**src/rtl/pll_lock_ctrl_if.sv**
```systemverilog
// Control/status bundle between the PLL lock sequencer and the rest of the system.
// The slave modport is the sequencer's view; the master modport is the system's view.
interface pll_lock_ctrl_if;
    logic       pll_lock_in;
    logic       restart;
    logic       pll_rst;
    logic       rst_out;
    logic       ready;
    logic       fail;
    logic [3:0] retry_cnt;
    logic [7:0] lock_lost_cnt;

    modport master (
        output pll_lock_in,
        output restart,
        input  pll_rst,
        input  rst_out,
        input  ready,
        input  fail,
        input  retry_cnt,
        input  lock_lost_cnt
    );

    modport slave (
        input  pll_lock_in,
        input  restart,
        output pll_rst,
        output rst_out,
        output ready,
        output fail,
        output retry_cnt,
        output lock_lost_cnt
    );
endinterface

```
**src/rtl/pll_lock_ctrl.sv**
```systemverilog
// Power-up / recovery sequencer for one PLL: reset hold, lock wait with timeout,
// lock qualification, bounded retries and re-sequencing on loss of lock.
module pll_lock_ctrl #(
    parameter int RST_HOLD_CYC     = 250,
    parameter int LOCK_TIMEOUT_CYC = 25000,
    parameter int LOCK_STABLE_CYC  = 2500,
    parameter int MAX_RETRY        = 3,
    parameter int CNT_W            = 16
) (
    input  logic           clkin1,
    input  logic           rst,
    pll_lock_ctrl_if.slave bus
);

    typedef enum logic [2:0] {
        ST_RESET_HOLD = 3'd0,
        ST_WAIT_LOCK  = 3'd1,
        ST_STABLE     = 3'd2,
        ST_RUN        = 3'd3,
        ST_FAIL       = 3'd4
    } state_t;

    // Terminal timer values: a phase of N cycles ends when the timer shows N-1.
    localparam logic [CNT_W-1:0] HOLD_LAST    = CNT_W'(RST_HOLD_CYC - 1);
    localparam logic [CNT_W-1:0] TIMEOUT_LAST = CNT_W'(LOCK_TIMEOUT_CYC - 1);
    localparam logic [CNT_W-1:0] STABLE_LAST  = CNT_W'(LOCK_STABLE_CYC - 1);
    localparam logic [3:0]       RETRY_LIMIT  = 4'(MAX_RETRY);

    state_t           state_q, state_d;
    logic [CNT_W-1:0] timer_q, timer_d;
    logic [3:0]       retry_cnt_q, retry_cnt_d;
    logic [7:0]       lock_lost_cnt_q, lock_lost_cnt_d;
    logic             pll_rst_q, pll_rst_d;
    logic             rst_out_q, rst_out_d;
    logic             ready_q, ready_d;
    logic             fail_q, fail_d;
    logic             sync1_q, sync1_d;
    logic             sync2_q, sync2_d;
    logic             lock_s;

    // Synchronizer inputs: the raw lock is asynchronous and may glitch.
    always_comb begin
        sync1_d = bus.pll_lock_in;
        sync2_d = sync1_q;
    end

    assign lock_s = sync2_q;

    // Two-flop lock synchronizer.
    always_ff @(posedge clkin1 or posedge rst) begin
        if (rst) begin
            sync1_q <= 1'b0;
            sync2_q <= 1'b0;
        end else begin
            sync1_q <= sync1_d;
            sync2_q <= sync2_d;
        end
    end

    // Next-state, phase timer and counter updates; restart overrides everything.
    always_comb begin
        state_d         = state_q;
        retry_cnt_d     = retry_cnt_q;
        lock_lost_cnt_d = lock_lost_cnt_q;
        if (bus.restart) begin
            state_d     = ST_RESET_HOLD;
            retry_cnt_d = 4'd0;
        end else begin
            case (state_q)
                ST_RESET_HOLD: begin
                    if (timer_q == HOLD_LAST) begin
                        state_d = ST_WAIT_LOCK;
                    end else begin
                        state_d = ST_RESET_HOLD;
                    end
                end
                ST_WAIT_LOCK: begin
                    if (lock_s) begin
                        state_d = ST_STABLE;
                    end else if (timer_q == TIMEOUT_LAST) begin
                        retry_cnt_d = retry_cnt_q + 4'd1;
                        if (retry_cnt_d == RETRY_LIMIT) begin
                            state_d = ST_FAIL;
                        end else begin
                            state_d = ST_RESET_HOLD;
                        end
                    end else begin
                        state_d = ST_WAIT_LOCK;
                    end
                end
                ST_STABLE: begin
                    if (!lock_s) begin
                        state_d = ST_WAIT_LOCK;
                    end else if (timer_q == STABLE_LAST) begin
                        state_d     = ST_RUN;
                        retry_cnt_d = 4'd0;
                    end else begin
                        state_d = ST_STABLE;
                    end
                end
                ST_RUN: begin
                    if (!lock_s) begin
                        state_d = ST_RESET_HOLD;
                        if (lock_lost_cnt_q != 8'hFF) begin
                            lock_lost_cnt_d = lock_lost_cnt_q + 8'd1;
                        end else begin
                            lock_lost_cnt_d = lock_lost_cnt_q;
                        end
                    end else begin
                        state_d = ST_RUN;
                    end
                end
                ST_FAIL: begin
                    state_d = ST_FAIL;
                end
                default: begin
                    state_d = ST_RESET_HOLD;
                end
            endcase
        end

        // A held restart re-enters RESET_HOLD every cycle, so the timer stays cleared.
        if (bus.restart || (state_d != state_q)) begin
            timer_d = {CNT_W{1'b0}};
        end else begin
            timer_d = timer_q + CNT_W'(1);
        end
    end

    // Output decode from the next state so outputs move on the same edge as the state.
    always_comb begin
        pll_rst_d = (state_d == ST_RESET_HOLD) || (state_d == ST_FAIL);
        ready_d   = (state_d == ST_RUN);
        rst_out_d = (state_d != ST_RUN);
        fail_d    = (state_d == ST_FAIL);
    end

    // State, timer, counters and registered outputs.
    always_ff @(posedge clkin1 or posedge rst) begin
        if (rst) begin
            state_q         <= ST_RESET_HOLD;
            timer_q         <= {CNT_W{1'b0}};
            retry_cnt_q     <= 4'd0;
            lock_lost_cnt_q <= 8'd0;
            pll_rst_q       <= 1'b1;
            rst_out_q       <= 1'b1;
            ready_q         <= 1'b0;
            fail_q          <= 1'b0;
        end else begin
            state_q         <= state_d;
            timer_q         <= timer_d;
            retry_cnt_q     <= retry_cnt_d;
            lock_lost_cnt_q <= lock_lost_cnt_d;
            pll_rst_q       <= pll_rst_d;
            rst_out_q       <= rst_out_d;
            ready_q         <= ready_d;
            fail_q          <= fail_d;
        end
    end

    assign bus.pll_rst       = pll_rst_q;
    assign bus.rst_out       = rst_out_q;
    assign bus.ready         = ready_q;
    assign bus.fail          = fail_q;
    assign bus.retry_cnt     = retry_cnt_q;
    assign bus.lock_lost_cnt = lock_lost_cnt_q;

endmodule

```
**src/flat_wrapper.sv**
```systemverilog
// flat-port wrapper written by rule: the top's interface ports become plain ports
module pll_lock_ctrl_flat 
#(
    parameter int RST_HOLD_CYC     = 250,
    parameter int LOCK_TIMEOUT_CYC = 25000,
    parameter int LOCK_STABLE_CYC  = 2500,
    parameter int MAX_RETRY        = 3,
    parameter int CNT_W            = 16
)
  (clkin1, rst, bus_pll_lock_in, bus_restart, bus_pll_rst, bus_rst_out, bus_ready, bus_fail, bus_retry_cnt, bus_lock_lost_cnt);
  pll_lock_ctrl_if bus_i ();
  input  logic clkin1;
  input  logic rst;
  input wire logic [$bits(bus_i.pll_lock_in)-1:0] bus_pll_lock_in;
  input wire logic [$bits(bus_i.restart)-1:0] bus_restart;
  output wire logic [$bits(bus_i.pll_rst)-1:0] bus_pll_rst;
  output wire logic [$bits(bus_i.rst_out)-1:0] bus_rst_out;
  output wire logic [$bits(bus_i.ready)-1:0] bus_ready;
  output wire logic [$bits(bus_i.fail)-1:0] bus_fail;
  output wire logic [$bits(bus_i.retry_cnt)-1:0] bus_retry_cnt;
  output wire logic [$bits(bus_i.lock_lost_cnt)-1:0] bus_lock_lost_cnt;
  assign bus_i.pll_lock_in = bus_pll_lock_in;
  assign bus_i.restart = bus_restart;
  assign bus_pll_rst = bus_i.pll_rst;
  assign bus_rst_out = bus_i.rst_out;
  assign bus_ready = bus_i.ready;
  assign bus_fail = bus_i.fail;
  assign bus_retry_cnt = bus_i.retry_cnt;
  assign bus_lock_lost_cnt = bus_i.lock_lost_cnt;
  pll_lock_ctrl #(.RST_HOLD_CYC(RST_HOLD_CYC), .LOCK_TIMEOUT_CYC(LOCK_TIMEOUT_CYC), .LOCK_STABLE_CYC(LOCK_STABLE_CYC), .MAX_RETRY(MAX_RETRY), .CNT_W(CNT_W)) u_core (.clkin1(clkin1), .rst(rst), .bus(bus_i));
endmodule
```
**config.mk**
```make
export PLATFORM = sky130hd
export DESIGN_NAME = pll_lock_ctrl_flat
export DESIGN_NICKNAME = d
export VERILOG_FILES = /design/src/rtl/pll_lock_ctrl_if.sv /design/src/rtl/pll_lock_ctrl.sv /design/src/flat_wrapper.sv
export SDC_FILE = /design/constraint.sdc
export NUM_CORES = 1
export LEC_CHECK = 0
export CAP_MARGIN = 20
export CORE_UTILIZATION = 58
export CTS_BUF_LIST = sky130_fd_sc_hd__clkbuf_4 sky130_fd_sc_hd__clkbuf_8
export DETAILED_ROUTE_END_ITERATION = 7
export PLACE_DENSITY = 0.85
export SLEW_MARGIN = 20
export SYNTH_ARGS = -nofsm -noshare
export SYNTH_HDL_FRONTEND = slang
export SYNTH_SLANG_ARGS = --single-unit
```
**constraint.sdc**
```tcl
create_clock -name clkin1 -period 3.02 [get_ports clkin1]
set_input_delay 0.302 -clock clkin1 [delete_from_list [all_inputs] [get_ports clkin1]]
set_output_delay 0.302 -clock clkin1 [all_outputs]
set_load 0.05 [all_outputs]
```
### Word-level counts from Yosys, hierarchy flattened

Cells that the tools add are included.

* $add $sub $neg: 3
* eq/ne operators: 17
* muxes and demuxes: 16
* bitwise logic cells: 2
* reductions and logical operators: 7

Operators by type and width (count)
* 4-bit 2-to-1 mux: 5
* 16-bit by 1-bit adder with 16-bit output (second input constant): 1
* 16-bit by 12-bit == test with 1-bit output (second input constant): 1
* 16-bit by 15-bit == test with 1-bit output (second input constant): 1
* 16-bit by 8-bit == test with 1-bit output (second input constant): 1
* 16-bit 2-to-1 mux: 1
* 3-bit 2-to-1 mux: 5
* 3-bit case mux with 5 select lines: 1
* 3-bit by 2-bit != test with 1-bit output (second input constant): 4
* 3-bit by 2-bit == test with 1-bit output (second input constant): 3
* 8-bit by 1-bit adder with 8-bit output (second input constant): 1
* 8-bit != test (second input constant): 1
* 4-bit case mux with 2 select lines: 1
* 3-bit == test (second input constant): 2
* 3-bit logical NOT: 2
* 5-bit AND reduction: 1
* 4-bit by 1-bit adder with 4-bit output (second input constant): 1
* 4-bit by 2-bit == test with 1-bit output (second input constant): 1
* 4-bit AND reduction: 1
* 3-bit by 1-bit == test with 1-bit output (second input constant): 1
* 3-bit != test: 1
* 3-bit != test (second input constant): 1
* 3-bit nonzero test: 1
* 1-bit logical OR: 2
* other kinds (3): 5

* register bits: 37
* input bits: 4
* word-level logic and storage cells: 55

### Logic depth before layout (Yosys ltp)

* depth after elaboration: 10
* depth in mapped cells: 8
* depth with buffers taken out: 7

### Worst setup path before layout

OpenSTA, ideal clock, no wires.

* kind: reg-to-reg
* start: register u_core.timer_q[2]
* end: register u_core.timer_q[7]
* setup time: 0.119 ns
* data arrival time: 2.193 ns
* path slack: 0.708 ns
* stages on the path, launching flop included: 8
* cells stage by stage: dfrtp_1 buf_6 or4_1 or4_4 o211ai_4 mux2i_4 buf_6 nor2_2

* word-level cells in the longest chain between the ends: 8

Ends and longest elaborated chain
* start, declared: RTL line pll_lock_ctrl.sv:30 `logic [CNT_W-1:0] timer_q, timer_d;`
* start signal, assigned: RTL line pll_lock_ctrl.sv:142 `timer_q <= {CNT_W{1'b0}};`
* start signal, assigned: RTL line pll_lock_ctrl.sv:151 `timer_q <= timer_d;`
* 16-bit by 12-bit == test with 1-bit output / 16-bit by 15-bit == test with 1-bit output (equally long branches): RTL line pll_lock_ctrl.sv:94, pll_lock_ctrl.sv:80
* 1-bit 2-to-1 mux / 3-bit 2-to-1 mux (equally long branches): RTL line pll_lock_ctrl.sv:94, pll_lock_ctrl.sv:80
* 3-bit 2-to-1 mux (on tied branches): RTL line pll_lock_ctrl.sv:92, pll_lock_ctrl.sv:78
* 3-bit case mux with 5 select lines *: RTL line pll_lock_ctrl.sv:69 `case (state_q)`
* 3-bit 2-to-1 mux *: RTL line pll_lock_ctrl.sv:65 `if (bus.restart) begin`
* net u_core.state_d[0]: RTL line pll_lock_ctrl.sv:29 `state_t state_q, state_d;`
* 3-bit != test *: RTL line pll_lock_ctrl.sv:123 `if (bus.restart || (state_d != state_q)) begin`
* 1-bit logical OR *: RTL line pll_lock_ctrl.sv:123
* 16-bit 2-to-1 mux *: RTL line pll_lock_ctrl.sv:123
* net u_core.timer_d[7]: RTL line pll_lock_ctrl.sv:30

The timed path passes the listed nets; every way through them passes the cells marked *.
A chain may end at the register's enable or synchronous reset.

### Worst setup path in the final report

* start: register u_core.timer_q[0]
* end: register u_core.timer_q[15]

Same word-level chain as after synthesis.

==> flow_metrics.py <==
metrics = {
    "routing": {
        "wire_per_inst_um": 13.8,
        "ant_nets": 0,
        "firstDrtPassIters": 4,
        "wl_met1_um": 1520,
        "drc_errors": 0,
        "top_layer_used": "met4",
        "postRouteWirelength_um": 3530,
        "first_iter_violations": 47,
        "vias": 1405,
        "routed_via_density": 5.51,
        "wl_met2_um": 1830,
        "wl_met3_um": 118,
    },
    "logic_synthesis": {
        "synthArstFlopShare_pct": 100,
        "synth_nets": 194,
        "yosysTopAreaCell": "dfrtp_1",
        "netlist_instances": 185,
        "yosys_warnings": 0,
        "synth-seq-cells": 37,
        "synth_edf_count": 0,
        "netlist_top_cells_area": "dfrtp_1 46%, xnor2_1 5.5%, xor2_1 5.0%",
        "syn_area_um2": 1910,
        "synth_cell_types": 42,
        "seq_area_frac_synth_pct": 48.5,
        "synth_ff_type": "dfrtp_1",
        "synth_top_area_share_pct": 45.8,
        "avgSynthCellArea_um2": 10.3,
    },
    "placed_design": {
        "pre_cts_ws_ns": 0.339,
        "finalWeightedCongestion": 0.850,
        "numPortBuffers": 19,
        "dpl_cell_area_um2": 2140,
        "dp_hpwl_um": 2700,
    },
    "die": {
        "die-area_um2": 3530,
        "die_height_um": 59.4,
        "fp.dieW_um": 59.4,
        "core_area_um2": 3100,
        "ios": 20,
        "num_rows": 20,
        "initial_core_util_pct": 61.7,
    },
    "power_and_ir_drop": {
        "p_sw_share_pct": 21.0,
        "power_switching_mw": 0.185,
        "ir_drop_mv": 0.319,
        "clkPwrFrac_pct": 38.0,
        "p_comb_share_pct": 4.3,
        "p_leak_nw": 0.921,
        "intPower_mw": 0.696,
        "powerDensity_nw_per_um2": 396,
        "seqPwrFrac_pct": 57.6,
    },
    "timing": {
        "fin_setup_tns_ns": 0,
        "setup_viol": 0,
        "fmax_mhz": 394,
        "fin_hold_ws_ns": 0.342,
        "period_share_pct": 84.1,
        "worst_slew_pin_slew_ns": 0.667,
        "slew_violations": 0,
        "hold_viol_final": 0,
        "fin_skew_ns": 0.0169,
        "slew-limit-headroom_pct": 55.5,
        "worst_slack_ns": 0.481,
        "rsz0062_at_grt": "false",
        "fin_crit_ns": 2.54,
    },
    "global_routing": {
        "antenna_found_initial": 0,
        "grt_max_degree": 20,
        "grt_use_total_pct": 23.4,
        "gr-total-overflow": 0,
        "grt_pass1_wl_um": 5930,
        "grt_pass1_vias": 1371,
    },
    "clocking": {
        "post_cts_buffers": 0,
        "cts_tree": "done",
        "cts_buffer_depth": 2,
        "ctsHoldBuffers": 0,
        "numCtsBuffers": 5,
        "cts.repair.resized": 0,
        "clk_pin_slew_ns": 0.11,
        "clock_sinks": 37,
        "htree_num_levels": 2,
        "root_buffer": "clkbuf_4",
        "insertion_delay_ns": 0.34,
    },
    "setup_path": {
        "arrival_ns": 2.75,
        "endpoint_kind": "register",
        "cp_slowest_cell": "or4b_2",
        "cpLargestDelayFamily": "simple AND/OR/NAND/NOR gates",
        "required_ns": 3.24,
        "path_class": "register to register",
        "worst-path-buf-inv": 1,
        "critPathMaxFanout": 16,
        "critPathMaxStageDelay_ns": 0.66,
        "worst_setup_path_start_kind": "register",
        "crit_chain": "ha_1, nand4b_1, nor4_1, or4b_2, o211ai_4, mux2i_4, buf_4, nor2_1",
    },
    "finish": {
        "layout.nets": 219,
        "synthToLayoutAreaGrowth_pct": 16.2,
        "n_antenna_cell": 0,
        "stdcell_area_um2": 2220,
        "utilization_pct": 71.6,
        "drive_above_1_share_pct": 15.6,
    },
    "worst_hold_path": {
        "hold_path.class": "primary input to async pin",
    },
    "run_status": {
        "outcome": "finished clean",
    },
    "run": {
        "max_cap_violations": 0,
    },
}
[kinds of logic after synthesis]
family          after synthesis  synth area share, %
compound gates               15                 5.69
mux                           2                 1.77
flops                        37                 48.5
xor+xnor                     23                 10.5
fa+ha+maj                     5                 3.27
buf+inv                      11                 3.40
simple gates                 92                 26.8
[synthesized netlist by cell type, types with 2 or more instances]
cell type and number:
inv_1 7, buf_6 3, nand4_1 8, xnor2_1 12, o21ai_0 2, or2b_2 2, a21oi_1 6, ha_1 5
and3_1 2, dfstp_2 2, nand2_1 12, or4_4 2, dfrtp_1 35, nor4_1 2, nor2_2 10, nand3_1 12
nor3_1 4, xor2_1 11, nand4b_1 2, nor2_1 23, and2_1 2
[layout make-up]
class	instances	area (um^2)
Clock buffer	6	45.0
Clock inverter	2	35.0
Fill cell	245	881
Inverter	7	26.3
Multi-Input combinational cell	137	920
Sequential cell	37	928
Tap cell	44	55.1
Timing Repair Buffer	22	213
[power groups by stage]
stage	Clock (mW)	Combinational, mW	Sequential (mW)
2_1_floorplan	0	0.0316	0.514
3_3_place_gp	0	0.0362	0.516
6_report	0.335	0.0381	0.508
5_1_grt	0.363	0.0434	0.509
3_5_place_dp	0	0.0390	0.517
4_1_cts	0.342	0.0392	0.508
[state kept, by name, summed over array words and instances (netlist names)]
signal                    count
u_core.bus.ready              1
u_core.bus.fail               1
u_core.bus.retry_cnt          4
u_core.bus.pll_rst            1
u_core.bus.lock_lost_cnt      8
u_core.state_q                3
u_core.lock_s                 1
u_core.bus.rst_out            1
u_core.timer_q               16
u_core.sync1_q                1
[metrics by stage]
step	std cells	total power, mW
floorplan	185	0.545
global placement	247	0.552
detailed placement	247	0.556
CTS	255	0.889
global route	255	0.916
finish	255	0.881
[worst reg2reg max path: cells and delay by family, from the launching register on]
| family | cells | cell delay, ns |
|---|---|---|
| flops | 1 | 0.47 |
| buf+inv | 1 | 0.27 |
| compound gates | 1 | 0.15 |
| fa+ha+maj | 1 | 0.31 |
| simple gates | 4 | 0.97 |
| mux | 1 | 0.26 |
[metal layers]
| layer | vias to the layer above | GRT usage, % |
|---|---|---|
| met5 | - | 0 |
| met4 | 0 | 10.2 |
| met3 | 6 | 7.42 |
| met2 | 30 | 38.8 |
| met1 | 678 | 27.6 |
| li1 | 691 | - |
[path summary, 6_finish.rpt]
kind,from,endpoint,slack [ns],cells past startpoint
worst max-delay path,u_core.timer_q[0],u_core.timer_q[15],0.48,8
worst min-delay path,rst,u_core.timer_q[0],0.34,2
worst max register to register,u_core.timer_q[0],u_core.timer_q[15],0.48,8
worst min register to register,u_core.sync1_q,u_core.lock_s,0.36,0
max in group asynchronous,rst,u_core.bus.pll_rst,1.92,3
min in group clkin1,u_core.sync1_q,u_core.lock_s,0.36,0
[placed cells by master, fill, tap and decap left out, types with 2 or more instances in the layout]
| master | count |
|---|---|
| a21oi_1 | 6 |
| and2_1 | 2 |
| and3_1 | 2 |
| buf_4 | 3 |
| clkbuf_4 | 6 |
| clkdlybuf4s50_1 | 19 |
| dfrtp_1 | 35 |
| dfstp_2 | 2 |
| ha_1 | 5 |
| inv_1 | 7 |
| nand2_1 | 12 |
| nand3_1 | 12 |
| nand4_1 | 8 |
| nand4b_1 | 2 |
| nor2_1 | 23 |
| nor2_2 | 10 |
| nor3_1 | 4 |
| nor4_1 | 2 |
| o21ai_0 | 2 |
| or2b_2 | 2 |
| or4_4 | 2 |
| xnor2_1 | 12 |
| xor2_1 | 11 |
Note: power is estimated with default switching activity, not from simulation.
==> variant 1 (config.mk and constraints unchanged) <==
`CNT_W` is set to 16 in 2 places; all go to 18.
--- a/src/rtl/pll_lock_ctrl.sv
+++ b/src/rtl/pll_lock_ctrl.sv
@@ -5,7 +5,7 @@
     parameter int LOCK_TIMEOUT_CYC = 25000,
     parameter int LOCK_STABLE_CYC  = 2500,
     parameter int MAX_RETRY        = 3,
-    parameter int CNT_W            = 16
+    parameter int CNT_W            = 18
 ) (
     input  logic           clkin1,
     input  logic           rst,
--- a/src/flat_wrapper.sv
+++ b/src/flat_wrapper.sv
@@ -5,7 +5,7 @@
     parameter int LOCK_TIMEOUT_CYC = 25000,
     parameter int LOCK_STABLE_CYC  = 2500,
     parameter int MAX_RETRY        = 3,
-    parameter int CNT_W            = 16
+    parameter int CNT_W            = 18
 )
   (clkin1, rst, bus_pll_lock_in, bus_restart, bus_pll_rst, bus_rst_out, bus_ready, bus_fail, bus_retry_cnt, bus_lock_lost_cnt);
   pll_lock_ctrl_if bus_i ();
Formal check against the unedited RTL: no difference found for any inputs over 10 cycles, from zero or initial values and one cycle with rst high; that may be too few to reach the edited logic, so the function may still have changed.
==> variant 1 against the original RTL <==
Wire length rose by 12%; clock skew fell by 0.0020 ns; synthesized cell count rose by 1.6%; total power fell by 5.4%; critical path type unchanged; sequential cell count rose by 2; setup slack improved by 0.25 ns; via count rose by 8.0%; design area rose by 3.1%; largest power group unchanged; global-route usage rose by 2.2 points; non-clock buffer count fell by 2; synthesized area rose by 4.1%; die area rose by 4.0%; critical endpoint is now u_core.timer_q[0]; clock power fell by 20%.
==> variant 1: results (changes against the original RTL) <==
status finished, final reports clean; number of storage elements in the synthesis netlist 39 (+5.4%); routed length on met2 1.94 mm (+5.9%); worst setup skew after layout 0.0149 ns (-0.00199 ns); met2 layer usage reported by global route 40.8% (+2.0 points); max FFs per register 18 (+2); worst setup slack before clock tree synthesis 0.763 ns (+0.424 ns); wire length per cell after detailed routing 15.3 µm (+11%); xor/xnor share of the synthesized area 11.0% (+0.46 points); DP HPWL 2.90 mm (+7.3%); overall fraction of global-route tracks in use 25.6% (+2.2 points); maximum VDD drop 226 µV (-29%); met1 layer wirelength in the final routing 1.76 mm (+15%); adder-cell share of the synthesized area 3.14% (-0.13 points); first-pass GRT wire length 6.77 mm (+14%); detailed route wirelength on metal3 188 µm (+59%); area fraction in compound gates after synthesis 8.29% (+2.6 points); cells taking the most area after synthesis sky130_fd_sc_hd__dfrtp_1, sky130_fd_sc_hd__xor2_1, sky130_fd_sc_hd__xnor2_1; Flop+latch power 0.532 mW (+4.7%); top cells by instance count after synthesis sky130_fd_sc_hd__dfrtp_1, sky130_fd_sc_hd__nor2_1, sky130_fd_sc_hd__xor2_1; worst endpoint data arrival time 2.53 ns (-0.22 ns); final weighted congestion in routability-driven placement 0.901 (+6.0%); fraction of final layout cells with drive strength greater than 1 10.8% (-4.8 points); Tightest Pin Transition 0.593 ns (-0.0739 ns); slowest cell on the critical path sky130_fd_sc_hd__o21ai_0; Nets 221 (+0.91%); leakage power 0.994 nW (+7.9%); met3 Track Usage GR 5.54% (-1.9 points); mux cell area share after synthesis 1.07% (-0.70 points); count of distinct cell types in the synthesized netlist 44 (+4.8%); biggest cell delay along the critical path 0.50 ns (-0.16 ns); proportion of power drawn by the clock network 32.1% (-5.9 points); syn nets 197 (+1.5%)
[variant 1: cell types whose count changed after synthesis, sizes merged, moves of 3 or more]
cell,before,now
o22ai,0,3
and4b,0,5
or4,3,0
a21oi,6,3
xor2,11,14
nor2,33,22
nor4b,1,5
a211oi,1,7
[variant 1: worst paths after layout]
path	slack, ns	endpoint	cells past startpoint	from
max reg2reg	0.73	u_core.timer_q[0]	6	u_core.timer_q[9]
max in group asynchronous	2.31	u_core.bus.rst_out	3	rst
min in group clkin1	0.37	u_core.lock_s	0	u_core.sync1_q
min	0.34	u_core.bus.lock_lost_cnt[0]	3	rst
max	0.73	u_core.timer_q[0]	6	u_core.timer_q[9]
min reg2reg	0.37	u_core.lock_s	0	u_core.sync1_q
[variant 1: kinds of logic (layout without fill, tap and decap cells)]
| group | Yosys count | count (layout) |
|---|---|---|
| buf+inv | 10 | 35 |
| xor+xnor | 25 | 25 |
| flops | 39 | 39 |
| simple gates | 84 | 84 |
| fa+ha+maj | 5 | 5 |
| mux | 2 | 2 |
| compound gates | 23 | 23 |
[variant 1: area by class of cell]
| class | count | area [µm²] | area share (%) |
|---|---|---|---|
| clock buffer | 6 | 45.0 | 1.97 |
| sequential | 39 | 978 | 42.7 |
| tap | 44 | 55.1 | 2.40 |
| inverter | 7 | 26.3 | 1.15 |
| clock inverter | 2 | 13.8 | 0.601 |
| timing repair buffer | 20 | 198 | 8.63 |
| multi-input combinational | 139 | 975 | 42.5 |
[variant 1: through the flow]
stage / util (%) / std cells / instance area [µm²]
after floorplan: - / 188 / 1990
after global placement: 70.8 / 249 / 2230
after detailed placement: 70.8 / 249 / 2230
after CTS: 72.7 / 257 / 2290
after global routing: 72.7 / 257 / 2290
final: 72.7 / 257 / 2290
==> variant 2 (same settings) <==
Made on the original files. The 5 states of `state_t` get a one-hot encoding in 5 bits.
--- a/src/rtl/pll_lock_ctrl.sv
+++ b/src/rtl/pll_lock_ctrl.sv
@@ -12,12 +12,12 @@
     pll_lock_ctrl_if.slave bus
 );
 
-    typedef enum logic [2:0] {
-        ST_RESET_HOLD = 3'd0,
-        ST_WAIT_LOCK  = 3'd1,
-        ST_STABLE     = 3'd2,
-        ST_RUN        = 3'd3,
-        ST_FAIL       = 3'd4
+    typedef enum logic [4:0] {
+        ST_RESET_HOLD = 5'b00001,
+        ST_WAIT_LOCK  = 5'b00010,
+        ST_STABLE     = 5'b00100,
+        ST_RUN        = 5'b01000,
+        ST_FAIL       = 5'b10000
     } state_t;
 
     // Terminal timer values: a phase of N cycles ends when the timer shows N-1.
Formal check against the unedited RTL: same outputs for any inputs over 10 cycles, from zero or initial values and one cycle with rst high; not proved beyond that.
==> variant 2 against the original RTL <==
Wire length rose by 15%; sequential cell count up 2; design area grew 16%; synthesized area is 14% higher; die area is 13% higher; global-route usage is 0.48 points lower; via count increased by 19%; setup slack gained 0.14 ns; total power increased by 24%; critical path type unchanged; largest cell class is now multi-input gates.
==> variant 2: results (changes against the original RTL) <==
met1 layer wirelength in the final routing 1.89 mm (+24%); overall fraction of global-route tracks in use 22.9% (-0.48 points); number of global-route vias before repair 1,572 (+15%); Layout fillers 270 (+10%); DP HPWL 2.89 mm (+6.8%); wire length per cell after detailed routing 14.2 µm (+2.9%); Flop+latch power 0.533 mW (+4.9%); pin count of the biggest net entering global routing 25 (+25%); cells taking the most area after synthesis sky130_fd_sc_hd__dfrtp_1, sky130_fd_sc_hd__xor2_1, sky130_fd_sc_hd__xnor2_1; Nets 246 (+12%); maximum VDD drop 352 µV (+11%); Worst-path clk slew 0.08 ns (-0.03 ns); worst endpoint data arrival time 2.63 ns (-0.12 ns); final weighted congestion in routability-driven placement 0.843 (-0.82%); leakage power 1.05 nW (+14%); switching portion of total power 20.3% (-0.64 points); Tightest Pin Transition 0.915 ns (+0.248 ns); start point of the critical path u_core.timer_q[9]; met2 layer usage reported by global route 35.6% (-3.2 points); Hold Path Depth 0; proportion of power drawn by the clock network 47.3% (+9.3 points); start of the worst register-to-register path u_core.timer_q[9]; worst setup slack before clock tree synthesis 0.628 ns (+0.289 ns); kind of path behind the tightest hold check reg -> reg; depth of the most critical reg-to-reg path 7 (-1); number of DRC violations after detailed-routing iteration 0 135 (+190%); first-pass GRT wire length 7.09 mm (+20%); status finished, final reports clean; slowest cell on the critical path sky130_fd_sc_hd__or4_4; latest clock arrival within the worst-skew pair 0.30 ns (-0.04 ns); vias after detailed routing 1,670 (+19%); syn nets 220 (+13%); Worst Setup EP u_core.timer_q[3]; part of the Yosys area used for sequential elements 45.1% (-3.5 points); highest clock rate 416 MHz (+5.7%); routed length on met2 1.90 mm (+3.8%); detailed route wirelength on metal3 179 µm (+52%); met3 Track Usage GR 5.43% (-2.0 points)
[variant 2: through the flow]
stage	power, mW	std cells	util, %	hold slack, ns	cell area (µm²)
after floorplan	0.573	211	-	0.331	2170
after global placement	0.586	276	70.2	0.340	2430
after detailed placement	0.587	276	70.2	0.343	2430
after CTS	1.11	284	74.1	0.362	2570
after global routing	1.13	284	74.1	0.362	2570
final	1.09	284	74.1	0.360	2570
[variant 2: final cells by class]
class,count,area (µm²),area share (%)
Tap cell,46,57.6,2.24
Clock buffer,5,68.8,2.68
Inverter,6,22.5,0.876
Clock inverter,3,67.6,2.63
Timing Repair Buffer,25,235,9.15
Sequential cell,39,980,38.1
Multi-Input combinational cell,160,1140,44.3
[variant 2: kinds of logic (layout without fill, tap and decap cells)]
kind of cell	count (synthesis)	after routing	share of synthesized area [%]
adders and majority gates	5	5	2.88
muxes	1	1	0.518
AOI/OAI and AO/OA	27	27	9.09
xor gates and xnor gates	24	24	9.67
DFF	39	39	45.1
buffers and inverters	12	39	2.59
and+or+nand+nor	103	103	30.2
